==> src/rtl/asym_fifo_pkg.sv <==
// Width helpers and derived-parameter functions for the asymmetric-width FIFO.
// Shared by the FIFO RTL and its benches.
package asym_fifo_pkg;

   typedef enum logic [1:0] {
      MODE_EQUAL    = 2'd0,
      MODE_UPSIZE   = 2'd1,
      MODE_DOWNSIZE = 2'd2
   } width_mode_e;

   function automatic int f_max(input int a, input int b);
      return (a > b) ? a : b;
   endfunction

   function automatic int f_min(input int a, input int b);
      return (a < b) ? a : b;
   endfunction

   function automatic bit f_is_pow2(input int v);
      return (v > 0) && ((v & (v - 1)) == 0);
   endfunction

   function automatic int f_ratio(input int wr_w, input int rd_w);
      return f_max(wr_w, rd_w) / f_min(wr_w, rd_w);
   endfunction

   // The wide side must be an exact power-of-2 multiple of the narrow side.
   function automatic bit f_widths_ok(input int wr_w, input int rd_w);
      return (wr_w > 0) && (rd_w > 0) &&
             ((f_max(wr_w, rd_w) % f_min(wr_w, rd_w)) == 0) &&
             f_is_pow2(f_ratio(wr_w, rd_w));
   endfunction

   function automatic int f_units(input int side_w, input int wr_w, input int rd_w);
      return side_w / f_min(wr_w, rd_w);
   endfunction

   function automatic int f_cnt_w(input int depth_lg2, input int side_w,
                                  input int wr_w, input int rd_w);
      return $clog2(((1 << depth_lg2) * f_max(wr_w, rd_w)) / side_w) + 1;
   endfunction

   function automatic width_mode_e f_mode(input int wr_w, input int rd_w);
      if (wr_w < rd_w) return MODE_UPSIZE;
      if (wr_w > rd_w) return MODE_DOWNSIZE;
      return MODE_EQUAL;
   endfunction

endpackage

==> src/rtl/asym_fifo_ptr.sv <==
// Unit-granular write/read pointers with wrap bit, occupancy counts and registered
// full/empty/almost-full flags derived from the next-state pointers.
module asym_fifo_ptr
   import asym_fifo_pkg::*;
#(
   parameter int  DEPTH_LG2 = 4,
   parameter int  WR_WIDTH  = 8,
   parameter int  RD_WIDTH  = 32,
   parameter int  AF_LEVEL  = 12,
   localparam int RATIO     = f_ratio(WR_WIDTH, RD_WIDTH),
   localparam int LANE_W    = f_max($clog2(RATIO), 1),
   localparam int WR_CNT_W  = f_cnt_w(DEPTH_LG2, WR_WIDTH, WR_WIDTH, RD_WIDTH),
   localparam int RD_CNT_W  = f_cnt_w(DEPTH_LG2, RD_WIDTH, WR_WIDTH, RD_WIDTH)
) (
   input  logic                 clk,
   input  logic                 rst,
   input  logic                 wr_acc_i,
   input  logic                 rd_acc_i,
   input  logic                 flush_req_i,
   output logic [DEPTH_LG2-1:0] wr_addr_o,
   output logic [LANE_W-1:0]    wr_lane_o,
   output logic [DEPTH_LG2-1:0] rd_addr_o,
   output logic [LANE_W-1:0]    rd_lane_o,
   output logic                 pad_o,
   output logic [WR_CNT_W-1:0]  wrusedw_o,
   output logic [RD_CNT_W-1:0]  rdusedw_o,
   output logic                 wrfull_o,
   output logic                 wralmost_full_o,
   output logic                 rdempty_o
);

   localparam int WR_UNITS    = f_units(WR_WIDTH, WR_WIDTH, RD_WIDTH);
   localparam int RD_UNITS    = f_units(RD_WIDTH, WR_WIDTH, RD_WIDTH);
   localparam int TOTAL_UNITS = RATIO << DEPTH_LG2;
   localparam int PTR_W       = $clog2(TOTAL_UNITS) + 1;
   localparam int LG_RATIO    = $clog2(RATIO);
   localparam int LG_WR       = $clog2(WR_UNITS);
   localparam int LG_RD       = $clog2(RD_UNITS);

   logic [PTR_W-1:0] wrptr_q, wrptr_d, rdptr_q, rdptr_d, used_q, used_d, wr_step;
   logic             wrfull_q, wrfull_d, af_q, af_d, rdempty_q, rdempty_d;

   function automatic logic [LANE_W-1:0] lane_of(input logic [PTR_W-1:0] p);
      return LANE_W'(p & PTR_W'(RATIO - 1));
   endfunction

   function automatic logic [DEPTH_LG2-1:0] addr_of(input logic [PTR_W-1:0] p);
      return DEPTH_LG2'(p >> LG_RATIO);
   endfunction

   // NOTE: every output of this block gets a value before any branch, so no latch can be inferred.
   always_comb begin
      wr_step   = wrptr_q + (wr_acc_i ? PTR_W'(WR_UNITS) : '0);
      pad_o     = flush_req_i && (lane_of(wr_step) != '0);
      wrptr_d   = wr_step;
      if (pad_o) wrptr_d = (wr_step | PTR_W'(RATIO - 1)) + PTR_W'(1);
      rdptr_d   = rdptr_q + (rd_acc_i ? PTR_W'(RD_UNITS) : '0);
      used_d    = wrptr_d - rdptr_d;
      wrfull_d  = (PTR_W'(TOTAL_UNITS) - used_d) < PTR_W'(WR_UNITS);
      rdempty_d = used_d < PTR_W'(RD_UNITS);
      af_d      = (used_d >> LG_WR) >= PTR_W'(AF_LEVEL);
   end

   // NOTE: state registers use non-blocking assignments so all flops sample the same pre-edge values.
   always_ff @(posedge clk or posedge rst) begin
      if (rst) begin
         wrptr_q   <= '0;
         rdptr_q   <= '0;
         used_q    <= '0;
         wrfull_q  <= 1'b0;
         af_q      <= 1'b0;
         rdempty_q <= 1'b1;
      end else begin
         wrptr_q   <= wrptr_d;
         rdptr_q   <= rdptr_d;
         used_q    <= used_d;
         wrfull_q  <= wrfull_d;
         af_q      <= af_d;
         rdempty_q <= rdempty_d;
      end
   end

   assign wr_addr_o       = addr_of(wrptr_q);
   assign wr_lane_o       = lane_of(wrptr_q);
   assign rd_addr_o       = addr_of(rdptr_q);
   assign rd_lane_o       = lane_of(rdptr_q);
   assign wrusedw_o       = WR_CNT_W'(used_q >> LG_WR);
   assign rdusedw_o       = RD_CNT_W'(used_q >> LG_RD);
   assign wrfull_o        = wrfull_q;
   assign wralmost_full_o = af_q;
   assign rdempty_o       = rdempty_q;

endmodule

==> src/rtl/asym_width_fifo.sv <==
// Single-clock FIFO with independent write/read widths (integer power-of-2 ratio, LSB lane first).
// Optional partial-word flush for upsize builds: define ASYM_FIFO_FLUSH_EN.
module asym_width_fifo
   import asym_fifo_pkg::*;
#(
   parameter int  DEPTH_LG2 = 4,
   parameter int  WR_WIDTH  = 8,
   parameter int  RD_WIDTH  = 32,
   parameter int  AF_LEVEL  = 12,
   parameter int  RST_MEM   = 0,
   localparam int WR_CNT_W  = f_cnt_w(DEPTH_LG2, WR_WIDTH, WR_WIDTH, RD_WIDTH),
   localparam int RD_CNT_W  = f_cnt_w(DEPTH_LG2, RD_WIDTH, WR_WIDTH, RD_WIDTH)
) (
   input  logic                clk,
   input  logic                rst,
   input  logic                wrreq_i,
   input  logic [WR_WIDTH-1:0] wdata_i,
   output logic [WR_CNT_W-1:0] wrusedw_o,
   output logic                wrfull_o,
   output logic                wralmost_full_o,
   output logic                ovf_o,
   input  logic                rdreq_i,
   output logic [RD_WIDTH-1:0] rdata_o,
   output logic [RD_CNT_W-1:0] rdusedw_o,
   output logic                rdempty_o,
   output logic                udf_o,
   input  logic                flush_i
);

   localparam int MAX_W    = f_max(WR_WIDTH, RD_WIDTH);
   localparam int MIN_W    = f_min(WR_WIDTH, RD_WIDTH);
   localparam int RATIO    = f_ratio(WR_WIDTH, RD_WIDTH);
   localparam int LANE_W   = f_max($clog2(RATIO), 1);
   localparam int WR_UNITS = f_units(WR_WIDTH, WR_WIDTH, RD_WIDTH);
   localparam int DEPTH    = 1 << DEPTH_LG2;
   localparam int CAP_WR   = (DEPTH * MAX_W) / WR_WIDTH;

   if (!f_widths_ok(WR_WIDTH, RD_WIDTH)) begin : g_bad_ratio
      $error("asym_width_fifo: max/min width ratio must be an integer power of 2");
   end
   if (AF_LEVEL > CAP_WR) begin : g_bad_af
      $error("asym_width_fifo: AF_LEVEL exceeds capacity in write words");
   end

   logic                 wr_acc, rd_acc, flush_req, pad;
   logic [DEPTH_LG2-1:0] wr_addr, rd_addr;
   logic [LANE_W-1:0]    wr_lane, rd_lane;
   logic                 ovf_q, ovf_d, udf_q, udf_d;
   logic [MAX_W-1:0]     mem_q [DEPTH];
   logic [MAX_W-1:0]     mem_wdata;
   logic                 mem_we;

   assign wr_acc = wrreq_i & ~wrfull_o;
   assign rd_acc = rdreq_i & ~rdempty_o;

`ifdef ASYM_FIFO_FLUSH_EN
   localparam width_mode_e MODE = f_mode(WR_WIDTH, RD_WIDTH);
   assign flush_req = flush_i && (MODE == MODE_UPSIZE);
`else
   logic unused_flush;
   assign unused_flush = flush_i;
   assign flush_req    = 1'b0;
`endif

   asym_fifo_ptr #(
      .DEPTH_LG2 (DEPTH_LG2),
      .WR_WIDTH  (WR_WIDTH),
      .RD_WIDTH  (RD_WIDTH),
      .AF_LEVEL  (AF_LEVEL)
   ) u_ptr (
      .clk             (clk),
      .rst             (rst),
      .wr_acc_i        (wr_acc),
      .rd_acc_i        (rd_acc),
      .flush_req_i     (flush_req),
      .wr_addr_o       (wr_addr),
      .wr_lane_o       (wr_lane),
      .rd_addr_o       (rd_addr),
      .rd_lane_o       (rd_lane),
      .pad_o           (pad),
      .wrusedw_o       (wrusedw_o),
      .rdusedw_o       (rdusedw_o),
      .wrfull_o        (wrfull_o),
      .wralmost_full_o (wralmost_full_o),
      .rdempty_o       (rdempty_o)
   );

   // Merge the write lanes into the addressed word; flush padding zero-fills the lanes after them.
   always_comb begin
      mem_we    = wr_acc | pad;
      mem_wdata = mem_q[wr_addr];
      for (int l = 0; l < RATIO; l++) begin
         if (wr_acc && (l >= int'(wr_lane)) && (l < int'(wr_lane) + WR_UNITS)) begin
            mem_wdata[l*MIN_W +: MIN_W] = wdata_i[(l - int'(wr_lane))*MIN_W +: MIN_W];
         end else if (pad && (l >= int'(wr_lane))) begin
            mem_wdata[l*MIN_W +: MIN_W] = '0;
         end
      end
   end

   // NOTE: storage takes a reset only when RST_MEM asks for it; otherwise it stays a plain RAM.
   if (RST_MEM != 0) begin : g_mem_rst
      always_ff @(posedge clk or posedge rst) begin
         if (rst) begin
            for (int a = 0; a < DEPTH; a++) mem_q[a] <= '0;
         end else if (mem_we) begin
            mem_q[wr_addr] <= mem_wdata;
         end
      end
   end else begin : g_mem_norst
      always_ff @(posedge clk) begin
         if (mem_we) mem_q[wr_addr] <= mem_wdata;
      end
   end

   assign rdata_o = mem_q[rd_addr][int'(rd_lane)*MIN_W +: RD_WIDTH];

   always_comb begin
      ovf_d = ovf_q | (wrreq_i & wrfull_o);
      udf_d = udf_q | (rdreq_i & rdempty_o);
   end

   always_ff @(posedge clk or posedge rst) begin
      if (rst) begin
         ovf_q <= 1'b0;
         udf_q <= 1'b0;
      end else begin
         ovf_q <= ovf_d;
         udf_q <= udf_d;
      end
   end

   assign ovf_o = ovf_q;
   assign udf_o = udf_q;

endmodule

==> config.mk <==
export PLATFORM = sky130hd
export DESIGN_NAME = asym_width_fifo
export DESIGN_NICKNAME = d
export VERILOG_FILES = /design/src/rtl/asym_fifo_pkg.sv /design/src/rtl/asym_fifo_ptr.sv /design/src/rtl/asym_width_fifo.sv
export SDC_FILE = /design/constraint.sdc
export NUM_CORES = 1
export LEC_CHECK = 0
export BUFFER_PORTS_ARGS = -buffer_cell sky130_fd_sc_hd__buf_4
export CAP_MARGIN = 0
export CORE_MARGIN = 1.5
export CORE_UTILIZATION = 45
export DETAILED_ROUTE_END_ITERATION = 16
export PLACE_DENSITY_LB_ADDON = 0.15
export SYNTH_ARGS = -nofsm -noshare
export SYNTH_HDL_FRONTEND = slang
export SYNTH_SLANG_ARGS = --single-unit
==> constraint.sdc <==
create_clock -name clk -period 4.36 [get_ports clk]
set_clock_uncertainty 0.2 [all_clocks]
set_input_delay 0 -clock clk [delete_from_list [all_inputs] [get_ports clk]]
set_output_delay 0 -clock clk [all_outputs]
set_load 0.03 [all_outputs]
==> results.py <==
metrics = {
    "route": {
        "dr.first_iter.drc_count": 716,
        "ant_nets": 0,
        "viasPerCell": 5.53,
        "drc": 0,
        "vias": 9929,
        "wl_per_cell_um": 24.1,
        "dr.pass1.iters": 4,
        "routed_wl_mm": 43.3,
    },
    "placement": {
        "place.gp.congestion": 0.780,
        "port_buffers": 60,
        "dpl_cell_area_um2": 22400,
        "hpwl_mm": 25.2,
    },
    "grt": {
        "grt_use_total_pct": 18.5,
        "grt_pass1_wl_mm": 64.7,
        "grt_pass1_vias": 10200,
        "antenna_found_initial": 0,
        "grt_max_degree": 100,
        "grt.overflow.total": 0,
    },
    "worst_setup_path": {
        "reg2reg_depth": 13,
        "crit_path_cell_trace": "buf_12, buf_4, mux4_2, a211oi_1, a21oi_1, buf_4",
        "crit_type": "reg -> out",
        "cpMostUsedCell": "buf_4",
        "path_depth": 6,
        "cp_top_family": "buffers and inverters",
        "cp.arrival_ns": 3.67,
        "crit_path_start_kind": "flop",
        "cp_max_fo": 99,
        "end_kind": "output port",
        "worst-r2r-setup-slack_ns": 0.84,
        "cp.buffers_inverters": 3,
        "cp.required_ns": 4.16,
        "critPathSlowestCell": "buf_4",
        "critPathMaxStageDelay_ns": 0.65,
    },
    "timing": {
        "min_period_ns": 3.87,
        "maxSlewViolCount": 0,
        "max_slew_margin_pct": 30.7,
        "worst_pin_slew_ns": 1.03,
        "setup_viol": 0,
        "grt_setup_unrepaired": "no",
        "setup_tns_ns": 0,
        "hold_viol": 0,
        "max_freq_mhz": 258,
        "period_share_pct": 88.8,
    },
    "power": {
        "peakVddDrop_v": 0.000575,
        "clkPwrFrac_pct": 25.4,
        "p_comb_share_pct": 35.2,
        "fin_total_pwr_mw": 16.9,
        "power.density_nw_per_um2": 701,
        "p_seq_share_pct": 39.4,
        "power.switching_mw": 5.62,
        "leakagePower_nw": 8.00,
        "p_int_mw": 11.3,
        "p_sw_share_pct": 33.2,
    },
    "synth": {
        "synthAdderAreaFrac_pct": 1.04,
        "synth_edf_count": 512,
        "synthXorXnorAreaFrac_pct": 0.489,
        "synth_seq_area_share_pct": 75.0,
        "synthSimpleGateAreaFrac_pct": 4.20,
        "synth.distinct_cells": 38,
        "synth_area_um2": 21200,
        "synthMuxAreaShare_pct": 15.2,
        "synth_top_family_by_area": "multiplexers",
        "synth.avg_cell_area_um2": 20.2,
        "ys_top_cells_by_area": "edfxtp_1 (72%), mux4_2 (14%), dfrtp_1 (2.5%)",
        "yosysTopAreaCellShare_pct": 72.4,
        "ys_dominant_reg_cell": "edfxtp_1",
        "syn_inst": 1053,
        "syn-num-nets": 1083,
        "synth_warnings": 0,
        "async_flop_share_pct": 4.12,
        "synth_compound_area_share_pct": 2.33,
        "synth_seq_cells": 534,
        "synth_top_area_cell": "edfxtp_1",
    },
    "die": {
        "core-area_um2": 46600,
        "io-pin-count": 62,
        "die_height_um": 220,
        "die_w_um": 220,
        "dieArea_um2": 48500,
        "initial_utilization_pct": 45.6,
        "num_rows": 79,
    },
    "finish": {
        "final-seq-area_um2": 15900,
        "multi_input_area_um2": 4930,
        "design_area_um2": 24100,
        "fillerInstances": 3689,
        "final_nets": 1181,
        "syn_to_final_growth_pct": 13.6,
        "utilization_pct": 51.9,
        "drive_gt1_share_pct": 24.7,
    },
    "cts": {
        "cts.clk_slew.worst_paths_ns": 0.06,
        "cts_buffer_depth": 3,
        "clk_latency_ns": 0.58,
        "cts.sinks": 534,
        "cts_buffers": 53,
        "post_cts_buffers": 0,
        "h-tree-depth": 2,
        "cts_tree": "yes",
        "cts_root_buf": "clkbuf_16",
    },
    "flow_run": {
        "drv_cap": 0,
    },
    "status": {
        "status": "complete, no violations",
    },
    "min_path": {
        "hold_depth": 4,
        "hp-class": "in -> reg",
    },
}
[through the flow]
stage          worst slack (ns)  hold slack, ns  cells
3_3_place_gp              0.883          0.0162   1689
3_5_place_dp              0.878          0.0175   1689
2_1_floorplan             0.959          -0.212   1053
5_1_grt                   0.224           0.296   1793
4_1_cts                   0.411           0.205   1793
6_report                  0.490           0.216   1794
[cells in the mapped netlist, types with 16 or more instances]
master	number
nor2b_1	38
nor2_1	70
clkbuf_1	25
ha_1	16
and2_1	18
dfrtp_1	21
mux4_2	128
nand2_1	16
mux2i_1	34
edfxtp_1	512
a211oi_1	33
and3_1	17
a21oi_1	34
[area by class of cell]
type                    count  share of cell area, %
well taps                 607                   3.15
clock buffers              72                   5.91
multi-input cells         444                   20.4
diodes                      1                 0.0104
clock inverters            18                  0.777
repair buffers            105                   3.51
inverters                  13                  0.202
flip-flops and latches    534                   66.0
[repair_timing]
item	CTS	global route
hold buffers	14	0
endpoints found under the hold margin	525	0
resized for setup	0	0
[cells in the final DEF, fill, tap and decap left out, types with 2 or more instances in the layout]
cell,instances
a211oi_1,33
a21o_1,4
a21oi_1,34
and2_1,18
and3_1,17
buf_12,2
buf_4,89
bufinv_16,4
clkbuf_1,16
clkbuf_16,53
clkbuf_8,3
clkinv_1,8
clkinv_2,5
dfrtp_1,17
dfrtp_4,3
dlygate4sd3_1,14
edfxtp_1,512
ha_1,16
inv_1,12
mux2i_1,34
mux4_2,128
nand2_1,16
nand3_1,7
nand4_1,3
nor2_1,70
nor2b_1,38
o211ai_1,2
o21ai_0,2
or3_1,2
xnor2_1,6
xor2_1,4
[power groups by stage]
stage	combinational, mW	sequential, mW	clock (mW)
floorplan	4.41	6.68	0
global placement	5.97	6.77	0
detailed placement	6.03	6.78	0
CTS	6.07	6.68	4.41
global route	6.47	6.71	4.60
finish	5.95	6.67	4.31
[path summary, 6_finish.rpt]
check | startpoint | endpoint
setup / recovery | u_ptr.rdptr_q[2] | rdata_o[24]
hold / removal | rdreq_i | u_ptr.rdptr_q[2]
setup reg to reg | u_ptr.wrfull_o | u_ptr.wrfull_o
hold reg to reg | ovf_o | ovf_o
max in group asynchronous | rst | u_ptr.rdptr_q[4]
min in group asynchronous | rst | udf_o
[sequential cells by signal, summed over array words and instances, names as in the netlist]
register	cells
mem_q	512
ovf_o	1
u_ptr.rdempty_o	1
u_ptr.rdptr_q	5
u_ptr.wralmost_full_o	1
u_ptr.wrfull_o	1
u_ptr.wrptr_q	7
u_ptr.wrusedw_o	5
udf_o	1
[worst reg2reg max path, stage by stage (launching register included)]
cell and delay, ns:
dfrtp_1 0.39, nor2b_1 0.06, buf_4 0.17, ha_1 0.18, ha_1 0.21, xnor2_1 0.27
ha_1 0.22, inv_1 0.05, fa_1 0.40, xor2_1 0.25, or4_4 0.53, and3_1 0.19
o211ai_1 0.16, mux2i_1 0.10
[per-layer routing]
layer / up-vias / global-route usage [%] / wire length (µm)
met4: 0 / 6.03 / 1080
met3: 68 / 3.15 / 2050
met5: - / 0 / 0
met1: 5197 / 25.8 / 18900
li1: 4448 / - / -
met2: 216 / 30.0 / 21200
[cells by family after synthesis]
kind of cell,after synthesis
flip-flops,534
multiplexers,162
AND/OR/NAND/NOR,177
buffers and inverters,75
adder cells (fa/ha/maj),17
AO/OA/AOI/OAI,77
XOR/XNOR,11
Power figures use the tool's default switching activity.
